===== src/rtl/game_pkg.sv =====
// Shared Unicorn Explosion game definitions: state encoding, speed codes and
// the switch encoders also used by the display and score engines.
package game_pkg;

  typedef enum logic [1:0] {
    IDLE  = 2'd0,
    RUN   = 2'd1,
    DYING = 2'd2,
    OVER  = 2'd3
  } game_state_t;

  localparam logic [3:0] SPEED_NONE = 4'd3;
  localparam logic [3:0] SPEED_SW0  = 4'd4;
  localparam logic [3:0] SPEED_SW1  = 4'd6;
  localparam logic [3:0] SPEED_SW2  = 4'd7;
  localparam logic [3:0] SPEED_SW3  = 4'd9;

  function automatic logic [3:0] encode_speed(input logic [3:0] sw);
    casez (sw)
      4'b1???: return SPEED_SW3;
      4'b01??: return SPEED_SW2;
      4'b001?: return SPEED_SW1;
      4'b0001: return SPEED_SW0;
      default: return SPEED_NONE;
    endcase
  endfunction

  function automatic logic [1:0] encode_difficulty(input logic [3:0] sw);
    casez (sw)
      4'b1???: return 2'd3;
      4'b01??: return 2'd2;
      4'b001?: return 2'd1;
      default: return 2'd0;
    endcase
  endfunction

endpackage


===== src/rtl/btn_debounce.sv =====
// Jump button conditioning: 2-flop synchroniser, stability counter, rising-edge pulse.
// GAME_SEQ_DEBOUNCE_EN enables the counter; otherwise level is the synchronised button.
module btn_debounce
  import game_pkg::*;
#(
  parameter int DEBOUNCE_CYCLES = 1000000
) (
  input  logic CLK100MHZ,
  input  logic reset_n,
  input  logic btn,
  output logic level,
  output logic rise
);

  logic sync_1, sync_2, level_q;

  always_ff @(posedge CLK100MHZ or negedge reset_n) begin
    if (!reset_n) begin
      sync_1 <= 1'b0;
      sync_2 <= 1'b0;
    end else begin
      sync_1 <= btn;
      sync_2 <= sync_1;
    end
  end

`ifdef GAME_SEQ_DEBOUNCE_EN
  localparam int CNT_W = (DEBOUNCE_CYCLES > 1) ? $clog2(DEBOUNCE_CYCLES) : 1;
  localparam logic [CNT_W-1:0] CNT_RELOAD = CNT_W'(DEBOUNCE_CYCLES - 1);

  logic [CNT_W-1:0] cnt;

  // Down-counter runs only while the synchronised input disagrees with level.
  always_ff @(posedge CLK100MHZ or negedge reset_n) begin
    if (!reset_n) begin
      level <= 1'b0;
      cnt   <= CNT_RELOAD;
    end else if (sync_2 == level) begin
      cnt <= CNT_RELOAD;
    end else if (cnt == '0) begin
      level <= sync_2;
      cnt   <= CNT_RELOAD;
    end else begin
      cnt <= cnt - 1'b1;
    end
  end
`else
  localparam int unused_debounce_cycles = DEBOUNCE_CYCLES;
  assign level = sync_2;
`endif

  always_ff @(posedge CLK100MHZ or negedge reset_n) begin
    if (!reset_n) begin
      level_q <= 1'b0;
      rise    <= 1'b0;
    end else begin
      level_q <= level;
      rise    <= level & ~level_q;
    end
  end

endmodule


===== src/rtl/game_sequencer.sv =====
// Unicorn Explosion game controller: game FSM, speed/difficulty latch and tick pacing.
// Build option GAME_SEQ_DEBOUNCE_EN selects the counter debouncer in btn_debounce.
//
// state | meaning
// IDLE  | waiting for a jump press, accumulator held at 0
// RUN   | game running, game_tick paced by the accumulator carry
// DYING | death animation, carries counted, ticks suppressed
// OVER  | accumulator frozen, jump press returns to IDLE
module game_sequencer
  import game_pkg::*;
#(
  parameter int ACC_W            = 27,
  parameter int DEBOUNCE_CYCLES  = 1000000,
  parameter int DEATH_HOLD_TICKS = 8
) (
  input  logic       CLK100MHZ,
  input  logic       reset_n,
  input  logic       jump_btn,
  input  logic [3:0] speed_in,
  input  logic [3:0] difficulty_in,
  input  logic       isdead,
  output logic       start,
  output logic       game_tick,
  output logic       jump,
  output logic       jump_rise,
  output logic [3:0] speed,
  output logic [1:0] difficulty,
  output logic [1:0] state
);

  localparam int HOLD_W = $clog2(DEATH_HOLD_TICKS + 1);

  game_state_t       state_q, state_d;
  logic [ACC_W-1:0]  acc_q, acc_d;
  logic [ACC_W:0]    acc_sum;
  logic              carry;
  logic [HOLD_W-1:0] hold_q, hold_d;
  logic [3:0]        speed_d;
  logic [1:0]        difficulty_d;
  logic              tick_d;

  btn_debounce #(
    .DEBOUNCE_CYCLES(DEBOUNCE_CYCLES)
  ) u_btn (
    .CLK100MHZ(CLK100MHZ),
    .reset_n  (reset_n),
    .btn      (jump_btn),
    .level    (jump),
    .rise     (jump_rise)
  );

  // Only the carry out of the top bit is consumed, so the wrap is harmless.
  assign acc_sum = {1'b0, acc_q} + (ACC_W+1)'(speed);
  assign carry   = acc_sum[ACC_W];

  always_comb begin
    state_d      = state_q;
    acc_d        = acc_q;
    hold_d       = hold_q;
    speed_d      = speed;
    difficulty_d = difficulty;
    tick_d       = 1'b0;
    case (state_q)
      IDLE: begin
        acc_d = '0;
        if (jump_rise) begin
          speed_d      = encode_speed(speed_in);
          difficulty_d = encode_difficulty(difficulty_in);
          state_d      = RUN;
        end
      end
      RUN: begin
        acc_d = acc_sum[ACC_W-1:0];
        if (isdead) begin
          state_d = DYING;
          hold_d  = '0;
        end else begin
          tick_d = carry;
        end
      end
      DYING: begin
        acc_d = acc_sum[ACC_W-1:0];
        if (carry) hold_d = hold_q + 1'b1;
        if (hold_d == HOLD_W'(DEATH_HOLD_TICKS)) state_d = OVER;
      end
      OVER: begin
        if (jump_rise) state_d = IDLE;
      end
      default: state_d = IDLE;
    endcase
  end

  always_ff @(posedge CLK100MHZ or negedge reset_n) begin
    if (!reset_n) begin
      state_q    <= IDLE;
      acc_q      <= '0;
      hold_q     <= '0;
      speed      <= SPEED_NONE;
      difficulty <= 2'd0;
      game_tick  <= 1'b0;
      start      <= 1'b0;
    end else begin
      state_q    <= state_d;
      acc_q      <= acc_d;
      hold_q     <= hold_d;
      speed      <= speed_d;
      difficulty <= difficulty_d;
      game_tick  <= tick_d;
      start      <= (state_d != IDLE);
    end
  end

  assign state = state_q;

endmodule


===== config.mk =====
export PLATFORM = sky130hd
export DESIGN_NAME = game_sequencer
export DESIGN_NICKNAME = d
export VERILOG_FILES = /design/src/rtl/game_pkg.sv /design/src/rtl/btn_debounce.sv /design/src/rtl/game_sequencer.sv
export SDC_FILE = /design/constraint.sdc
export NUM_CORES = 1
export LEC_CHECK = 0
export CAP_MARGIN = 30
export CORE_MARGIN = 10
export CORE_UTILIZATION = 50
export DETAILED_ROUTE_END_ITERATION = 8
export DONT_BUFFER_PORTS = 1
export PLACE_DENSITY = 0.63
export SYNTH_ARGS = -nofsm -noshare
export SYNTH_HDL_FRONTEND = slang
export SYNTH_HIERARCHICAL = 1
export SYNTH_SLANG_ARGS = --single-unit
export TNS_END_PERCENT = 5

===== constraint.sdc =====
create_clock -name CLK100MHZ -period 3.1 [get_ports CLK100MHZ]
set_clock_uncertainty 0.15 [all_clocks]
set_input_delay 0.31 -clock CLK100MHZ [delete_from_list [all_inputs] [get_ports CLK100MHZ]]
set_output_delay 0.31 -clock CLK100MHZ [all_outputs]
set_load 0.01 [all_outputs]

==> impl_metrics.prom, run 1 <==
# TYPE chip_impl_metric gauge
chip_impl_metric{name="clock_pin_slew_on_the_worst_setup_and_hold_paths",unit="ns"} 0.09
chip_impl_metric{name="antenna_found_initial",unit=""} 0
chip_impl_metric{name="drtPass1Iterations",unit=""} 4
chip_impl_metric{name="grt.met2_usage",unit="%"} 18.5
chip_impl_metric{name="io-pin-count",unit=""} 24
chip_impl_info{name="path_class",value="register to register"} 1
chip_impl_metric{name="post-synth-top-area-fraction",unit="%"} 43.3
chip_impl_metric{name="mappedNetlistNets",unit=""} 271
chip_impl_metric{name="finalHoldViolCount",unit=""} 0
chip_impl_metric{name="finish.cell_count_without_fillers",unit=""} 320
chip_impl_metric{name="fin_total_pwr",unit="uW"} 1850
chip_impl_metric{name="die-height",unit="um"} 90.5
chip_impl_metric{name="detail_route.iter0.violations",unit=""} 98
chip_impl_metric{name="wirelength",unit="um"} 4720
chip_impl_metric{name="cts_hold_buffers",unit=""} 4
chip_impl_info{name="yosys-top-cells-area",value="sky130_fd_sc_hd__dfrtp_1 43%, sky130_fd_sc_hd__xnor2_1 6.0%, sky130_fd_sc_hd__ha_1 5.5%"} 1
chip_impl_metric{name="timing.final.setup_violations",unit=""} 0
chip_impl_metric{name="synth-seq-cells",unit=""} 45
chip_impl_metric{name="setup_slack",unit="ns"} 0.731
chip_impl_metric{name="drv_cap",unit=""} 0
chip_impl_metric{name="syn-mean-instance-area",unit="sq um"} 10.1
chip_impl_metric{name="synth-seq-area-share",unit="%"} 45.4
chip_impl_metric{name="antenna_cells",unit=""} 0
chip_impl_info{name="rsz0062_at_grt",value="no"} 1
chip_impl_info{name="most-common-layout-cells",value="43 x sky130_fd_sc_hd__dfrtp_1, 28 x sky130_fd_sc_hd__nor2_1, 25 x sky130_fd_sc_hd__nand2_1, 17 x sky130_fd_sc_hd__xnor2_1, 13 x sky130_fd_sc_hd__o21ai_0"} 1
chip_impl_info{name="grt.busiest_layer",value="met2"} 1
chip_impl_metric{name="routed_via_density",unit=""} 5.52
chip_impl_metric{name="rows",unit=""} 25
chip_impl_metric{name="globalRouteTotalUtil",unit="%"} 12.3
chip_impl_metric{name="place_congestion",unit=""} 0.789
chip_impl_metric{name="synth.yosys.warnings",unit=""} 6
chip_impl_metric{name="floorplan.die.width",unit="um"} 90.5
chip_impl_metric{name="via_count",unit=""} 1766
chip_impl_metric{name="area_of_the_multi_input_gates",unit="sq um"} 1290
chip_impl_metric{name="post-route-min-period",unit="ns"} 2.37
chip_impl_metric{name="timing.critical_path.fanout_max",unit=""} 7
chip_impl_metric{name="port_buffers",unit=""} 0
chip_impl_metric{name="h-tree-depth",unit=""} 2
chip_impl_metric{name="pwr_density_cell",unit="nW/um^2"} 682
chip_impl_metric{name="setup_tns",unit="ns"} 0
chip_impl_metric{name="required",unit="ns"} 3.14
chip_impl_info{name="critPathCaptureType",value="register"} 1
chip_impl_metric{name="leakagePower",unit="uW"} 0.00117
chip_impl_metric{name="max_freq",unit="MHz"} 422
chip_impl_metric{name="clock_latency",unit="ns"} 0.30
chip_impl_metric{name="wire_length_of_the_first_global_routing_pass",unit="um"} 8620
chip_impl_metric{name="mappedNetlistArea",unit="sq um"} 2480
chip_impl_metric{name="fillers",unit=""} 431
chip_impl_info{name="cts_root_buf",value="sky130_fd_sc_hd__clkbuf_8"} 1
chip_impl_metric{name="synth_cell_types",unit=""} 53
chip_impl_metric{name="post_cts.resized_instances",unit=""} 0
chip_impl_info{name="hold_path_class",value="primary input to register"} 1
chip_impl_metric{name="grt_start_max_net_pins",unit=""} 46
chip_impl_metric{name="grt_overflow_total",unit=""} 0
chip_impl_metric{name="global_route.usage.met1",unit="%"} 16.3
chip_impl_metric{name="first_global_vias",unit=""} 1788
chip_impl_metric{name="fin_crit_sh",unit="%"} 76.4
chip_impl_metric{name="cts_made_buffers",unit=""} 5
chip_impl_metric{name="worst-slew-pin-transition",unit="ns"} 0.596
chip_impl_info{name="cts_tree",value="done"} 1
chip_impl_info{name="yosys.area.top_type",value="sky130_fd_sc_hd__dfrtp_1"} 1
chip_impl_metric{name="global_route.usage.met3",unit="%"} 3.57
chip_impl_metric{name="core_area",unit="sq um"} 4750
chip_impl_metric{name="nets",unit=""} 276
chip_impl_metric{name="dp_worst_setup_slack",unit="ns"} 0.751
chip_impl_metric{name="timing.critical_path.arrival",unit="ns"} 2.41
chip_impl_metric{name="finalMaxSlewViolations",unit=""} 0
chip_impl_metric{name="layout-area-overhead-vs-synth",unit="%"} 8.96
chip_impl_metric{name="async_reset_ff_share",unit="%"} 100
chip_impl_info{name="synthFlopType",value="sky130_fd_sc_hd__dfrtp_1"} 1
chip_impl_metric{name="syn-instance-count",unit=""} 247
chip_impl_info{name="kind_of_launch_point_of_the_worst_setup_path",value="register"} 1
chip_impl_metric{name="max-vdd-ir-drop",unit="V"} 0.000420
chip_impl_metric{name="route.antenna.remaining_nets",unit=""} 0
chip_impl_metric{name="final_layout_size_suffix_gt1_share",unit="%"} 12.3
chip_impl_info{name="layout.cells.most_common",value="sky130_fd_sc_hd__dfrtp_1"} 1
chip_impl_metric{name="route.detailed.wl_per_inst",unit="um"} 14.7
chip_impl_metric{name="final-seq-area",unit="sq um"} 1130
chip_impl_metric{name="effective_utilization_at_floorplan",unit="%"} 52.3
chip_impl_metric{name="cts_setup_buffers",unit=""} 0
chip_impl_info{name="outcome",value="complete, no violations"} 1
chip_impl_metric{name="cts_num_sinks",unit=""} 45
chip_impl_metric{name="synth-edff-count",unit=""} 0
chip_impl_metric{name="place.detailed.instances",unit=""} 308
chip_impl_metric{name="timing.max_slew.rel_slack",unit="%"} 59.9
chip_impl_metric{name="drc",unit=""} 0
chip_impl_metric{name="clock_tree.buffer_depth",unit=""} 2
chip_impl_metric{name="detailedPlacementHpwl",unit="um"} 3260
chip_impl_metric{name="fp.dieArea",unit="sq um"} 8190
[sequential cells by signal, indices dropped and copies added (netlist names)]
register and count:
speed 4, u_btn/level 1, difficulty 2, u_btn/sync_1 1
game_tick 1, state 2, hold_q 4, u_btn/rise 1
u_btn/level_q 1, start 1, acc_q 27
[routing by layer]
metal,wire length [um],vias up
met2,2130,23
met3,196,5
met5,0,-
li1,-,885
met4,38,0
met1,2350,853
[kinds of logic (layout without fill, tap and decap cells)]
group | count (synthesis) | count (layout) | synth area share (%)
mux | 1 | 1 | 0.453
compound gates | 41 | 41 | 10.6
fa+ha+maj | 12 | 12 | 6.34
flops | 45 | 45 | 45.4
buf+inv | 14 | 20 | 2.47
simple gates | 113 | 113 | 27.3
xor+xnor | 21 | 21 | 7.40
[report_power, final]
part | internal (uW) | total, uW | switching, uW
Combinational | 228 | 637 | 409
Sequential | 683 | 800 | 117
Clock | 202 | 408 | 207
[Yosys cell counts, types with 2 or more instances]
| master | instances |
|---|---|
| sky130_fd_sc_hd__a21oi_1 | 6 |
| sky130_fd_sc_hd__inv_1 | 5 |
| sky130_fd_sc_hd__clkbuf_1 | 7 |
| sky130_fd_sc_hd__nor3_1 | 11 |
| sky130_fd_sc_hd__a211oi_1 | 3 |
| sky130_fd_sc_hd__nor4b_2 | 2 |
| sky130_fd_sc_hd__nor2b_1 | 2 |
| sky130_fd_sc_hd__nor4b_1 | 3 |
| sky130_fd_sc_hd__xor2_1 | 4 |
| sky130_fd_sc_hd__o21ai_0 | 13 |
| sky130_fd_sc_hd__nand2_1 | 25 |
| sky130_fd_sc_hd__nand4_1 | 4 |
| sky130_fd_sc_hd__nand4_2 | 3 |
| sky130_fd_sc_hd__nand3_1 | 9 |
| sky130_fd_sc_hd__or3_1 | 3 |
| sky130_fd_sc_hd__o21ai_1 | 2 |
| sky130_fd_sc_hd__dfstp_2 | 2 |
| sky130_fd_sc_hd__ha_1 | 11 |
| sky130_fd_sc_hd__dfrtp_1 | 43 |
| sky130_fd_sc_hd__a21o_1 | 4 |
| sky130_fd_sc_hd__and4_1 | 3 |
| sky130_fd_sc_hd__nor2_1 | 28 |
| sky130_fd_sc_hd__xnor2_1 | 17 |
| sky130_fd_sc_hd__nand2b_1 | 4 |
| sky130_fd_sc_hd__nor4_2 | 3 |
| sky130_fd_sc_hd__o31ai_1 | 3 |
[critical path: stages, from the launching register on]
cell and delay (ns):
sky130_fd_sc_hd__dfstp_2 0.61, sky130_fd_sc_hd__ha_1 0.26, sky130_fd_sc_hd__a211oi_1 0.33, sky130_fd_sc_hd__o21bai_1 0.24
sky130_fd_sc_hd__and3_1 0.29, sky130_fd_sc_hd__a311o_1 0.38
[final cells by class]
cell class	instances	area share, %
Multi-Input combinational cell	188	47.8
Sequential cell	45	41.7
Clock buffer	7	3.56
Tap cell	67	3.10
Timing Repair Buffer	7	2.96
Inverter	5	0.693
Clock inverter	1	0.185
[per-stage QoR]
stage,hold WS [ns],util (%),instance area [sq um]
finish,0.00930,56.9,2710
global route,0.000717,56.9,2710
CTS,0.000239,56.9,2710
detailed placement,-0.134,53.6,2550
global placement,-0.134,53.6,2550
floorplan,-0.136,-,2480
[path summary, 6_finish.rpt]
| kind | from | end | slack, ns | cells after the start |
|---|---|---|---|---|
| min in group asynchronous | reset_n | hold_q[0] | 0.35 | 2 |
| max in group asynchronous | reset_n | speed[0] | 2.17 | 2 |
| min | speed_in[3] | speed[3] | 0.009 | 1 |
| max | speed[1] | state[0] | 0.73 | 5 |
| min reg2reg | u_btn/sync_1 | u_btn/level | 0.21 | 0 |
| max reg2reg | speed[1] | state[0] | 0.73 | 5 |
Note: power is estimated with default switching activity, not from simulation.
==> run 2: changes to the inputs <==
==> constraint.sdc (replaced) <==
create_clock -name CLK100MHZ -period 2.3 [get_ports CLK100MHZ]
set_clock_uncertainty 0.15 [all_clocks]
set_input_delay 0.23 -clock CLK100MHZ [delete_from_list [all_inputs] [get_ports CLK100MHZ]]
set_output_delay 0.23 -clock CLK100MHZ [all_outputs]
set_load 0.01 [all_outputs]
==> impl_metrics.prom, run 2 (synthesized netlist as in run 1, its figures left out) <==
# TYPE chip_impl_metric gauge
chip_impl_info{name="outcome",value="complete, no violations"} 1
chip_impl_metric{name="met2_wirelength",unit="um"} 2400
chip_impl_metric{name="port_buffers",unit=""} 0
chip_impl_metric{name="timing.critical_path.fanout_max",unit=""} 7
chip_impl_info{name="worst_hold_startpoint",value="speed_in[2]"} 1
chip_impl_metric{name="first_global_vias",unit=""} 1793
chip_impl_metric{name="detail_route.iter0.violations",unit=""} 84
chip_impl_metric{name="route.antenna.remaining_nets",unit=""} 0
chip_impl_metric{name="cts_made_buffers",unit=""} 5
chip_impl_metric{name="effective_utilization_at_floorplan",unit="%"} 52.3
chip_impl_info{name="worst_r2r_startpoint",value="speed[1]"} 1
chip_impl_metric{name="route.detailed.wl_per_inst",unit="um"} 15.2
chip_impl_metric{name="wl_met3",unit="um"} 156
chip_impl_metric{name="fin_hold_ws",unit="ns"} 0.0167
chip_impl_metric{name="nets",unit=""} 291
chip_impl_info{name="reg.largest.list",value="acc_q (27), hold_q (4), speed (4)"} 1
chip_impl_info{name="cpLargestDelayFamily",value="compound AO/OA/AOI/OAI gates"} 1
chip_impl_metric{name="clock_pin_slew_on_the_worst_setup_and_hold_paths",unit="ns"} 0.08
chip_impl_metric{name="core_area",unit="sq um"} 4750
chip_impl_metric{name="wire_length_of_the_first_global_routing_pass",unit="um"} 8830
chip_impl_metric{name="cts_num_sinks",unit=""} 45
chip_impl_metric{name="max-vdd-ir-drop",unit="V"} 0.000659
chip_impl_metric{name="io-pin-count",unit=""} 24
chip_impl_metric{name="rows",unit=""} 25
chip_impl_metric{name="max_reg_flops",unit=""} 27
chip_impl_metric{name="critical_path.n_buffers_inverters",unit=""} 0
chip_impl_metric{name="drtPass1Iterations",unit=""} 4
chip_impl_info{name="most-common-layout-cells",value="43 x sky130_fd_sc_hd__dfrtp_1, 28 x sky130_fd_sc_hd__nor2_1, 25 x sky130_fd_sc_hd__nand2_1, 17 x sky130_fd_sc_hd__xnor2_1, 13 x sky130_fd_sc_hd__o21ai_0"} 1
chip_impl_metric{name="routed_via_density",unit=""} 5.38
chip_impl_info{name="critPathCaptureType",value="register"} 1
chip_impl_metric{name="antenna_found_initial",unit=""} 0
chip_impl_metric{name="timing.final.setup_violations",unit=""} 0
chip_impl_metric{name="clock_latency",unit="ns"} 0.30
chip_impl_metric{name="pwr_density_cell",unit="nW/um^2"} 901
chip_impl_info{name="path_class",value="register to register"} 1
chip_impl_metric{name="wirelength",unit="um"} 5100
chip_impl_metric{name="fin_crit_sh",unit="%"} 94.0
chip_impl_metric{name="fillers",unit=""} 441
chip_impl_metric{name="slowest_delay",unit="ns"} 0.54
chip_impl_metric{name="finalMaxSlewViolations",unit=""} 0
chip_impl_metric{name="detailedPlacementHpwl",unit="um"} 3440
chip_impl_info{name="worst_path_max_delay_cell",value="sky130_fd_sc_hd__dfstp_2"} 1
chip_impl_info{name="cts_tree",value="done"} 1
chip_impl_metric{name="fin_total_pwr",unit="uW"} 2540
chip_impl_metric{name="post-route-min-period",unit="ns"} 2.16
chip_impl_metric{name="drv_cap",unit=""} 0
chip_impl_metric{name="drc",unit=""} 0
chip_impl_metric{name="layout-area-overhead-vs-synth",unit="%"} 13.6
chip_impl_metric{name="antenna_cells",unit=""} 0
chip_impl_metric{name="setup_tns",unit="ns"} 0
chip_impl_metric{name="grt_overflow_total",unit=""} 0
chip_impl_info{name="timing.critical_path.from",value="speed[1]"} 1
chip_impl_metric{name="floorplan.die.width",unit="um"} 90.5
chip_impl_metric{name="required",unit="ns"} 2.33
chip_impl_metric{name="via_count",unit=""} 1803
chip_impl_metric{name="utilization",unit="%"} 59.4
chip_impl_info{name="layout.cells.most_common",value="sky130_fd_sc_hd__dfrtp_1"} 1
chip_impl_info{name="register_bank_with_the_most_flops",value="acc_q"} 1
chip_impl_info{name="hold_path_class",value="primary input to register"} 1
chip_impl_metric{name="globalRouteTotalUtil",unit="%"} 12.9
chip_impl_info{name="cts_root_buf",value="sky130_fd_sc_hd__clkbuf_8"} 1
chip_impl_metric{name="grt_start_max_net_pins",unit=""} 46
chip_impl_metric{name="final_layout_size_suffix_gt1_share",unit="%"} 14.9
chip_impl_metric{name="finalHoldViolCount",unit=""} 0
chip_impl_info{name="highest-signal-layer",value="met4"} 1
chip_impl_metric{name="max_freq",unit="MHz"} 463
chip_impl_metric{name="fp.dieArea",unit="sq um"} 8190
chip_impl_metric{name="die-height",unit="um"} 90.5
chip_impl_info{name="worstPathCellList",value="ha_1, a211oi_1, o21bai_1, and3_1, a311o_1"} 1
chip_impl_metric{name="timing.max_slew.rel_slack",unit="%"} 63.5
chip_impl_metric{name="timing.critical_path.arrival",unit="ns"} 2.19
chip_impl_metric{name="met1_length",unit="um"} 2490
chip_impl_info{name="kind_of_launch_point_of_the_worst_setup_path",value="register"} 1
chip_impl_metric{name="leakagePower",unit="uW"} 0.00122
chip_impl_metric{name="place_congestion",unit=""} 0.781
chip_impl_metric{name="worst-slew-pin-transition",unit="ns"} 0.542
chip_impl_metric{name="h-tree-depth",unit=""} 2
chip_impl_metric{name="clock_tree.buffer_depth",unit=""} 2
chip_impl_metric{name="cts_setup_buffers",unit=""} 0
## run 2: stage by stage
step	area [sq um]	cells	worst slack [ns]
finish	2820	335	0.139
global route	2820	335	-0.00996
CTS	2810	334	0.120
detailed placement	2620	317	0.147
global placement	2620	317	0.133
floorplan	2490	247	0.0566
## run 2: power breakdown
| part | switching (uW) | internal (uW) |
|---|---|---|
| clock network | 262 | 215 |
| registers | 115 | 921 |
| logic | 634 | 397 |
| total | 1010 | 1530 |
## run 2: layout make-up
class                   instances  area (sq um)  area share [%]
flip-flops and latches         45          1130            40.0
repair buffers                 22           209            7.40
clock inverters                 1          7.51           0.266
multi-input cells             188          1300            46.0
inverters                       5          18.8           0.665
clock buffers                   7          76.3            2.70
well taps                      67          83.8            2.97
## run 2: what timing repair did
item	4_1_cts	5_1_grt
endpoints found under the setup margin	0	4
resized for setup	0	4
hold endpoints to repair	52	0
hold buffers	9	0
## run 2: metal layers
metal | vias to the layer above | global-route usage, %
li1 | 922 | -
met1 | 858 | 16.8
met2 | 18 | 20.5
met3 | 5 | 3.49
met4 | 0 | 3.58
met5 | - | 0
## run 2: worst reg2reg max path, delay by kind of cell, from the launching register on
family                   cells  cell delay [ns]
AO/OA/AOI/OAI                3             0.88
flip-flops                   1             0.54
AND/OR/NAND/NOR              1             0.25
adder cells (fa/ha/maj)      1             0.24
## run 2: path summary, 6_finish.rpt
kind / end / slack (ns) / cells past startpoint
worst min-delay path: speed[2] / 0.02 / 2
worst max-delay path: state[0] / 0.14 / 5
worst max register to register: state[0] / 0.14 / 5
max in group asynchronous: speed[0] / 1.44 / 2
worst min register to register: u_btn/level / 0.20 / 0
min in group asynchronous: acc_q[7] / 0.28 / 2
==> run 3: changes to the inputs <==
--- a/config.mk
+++ b/config.mk
@@ -5,7 +5,7 @@
 export SDC_FILE = /design/constraint.sdc
 export NUM_CORES = 1
 export LEC_CHECK = 0
-export CAP_MARGIN = 30
+export CAP_MARGIN = 20
 export CORE_MARGIN = 10
 export CORE_UTILIZATION = 50
 export DETAILED_ROUTE_END_ITERATION = 8
==> results of run 3 <==
The final DEF is identical to that of run 2; final timing and power are the same.
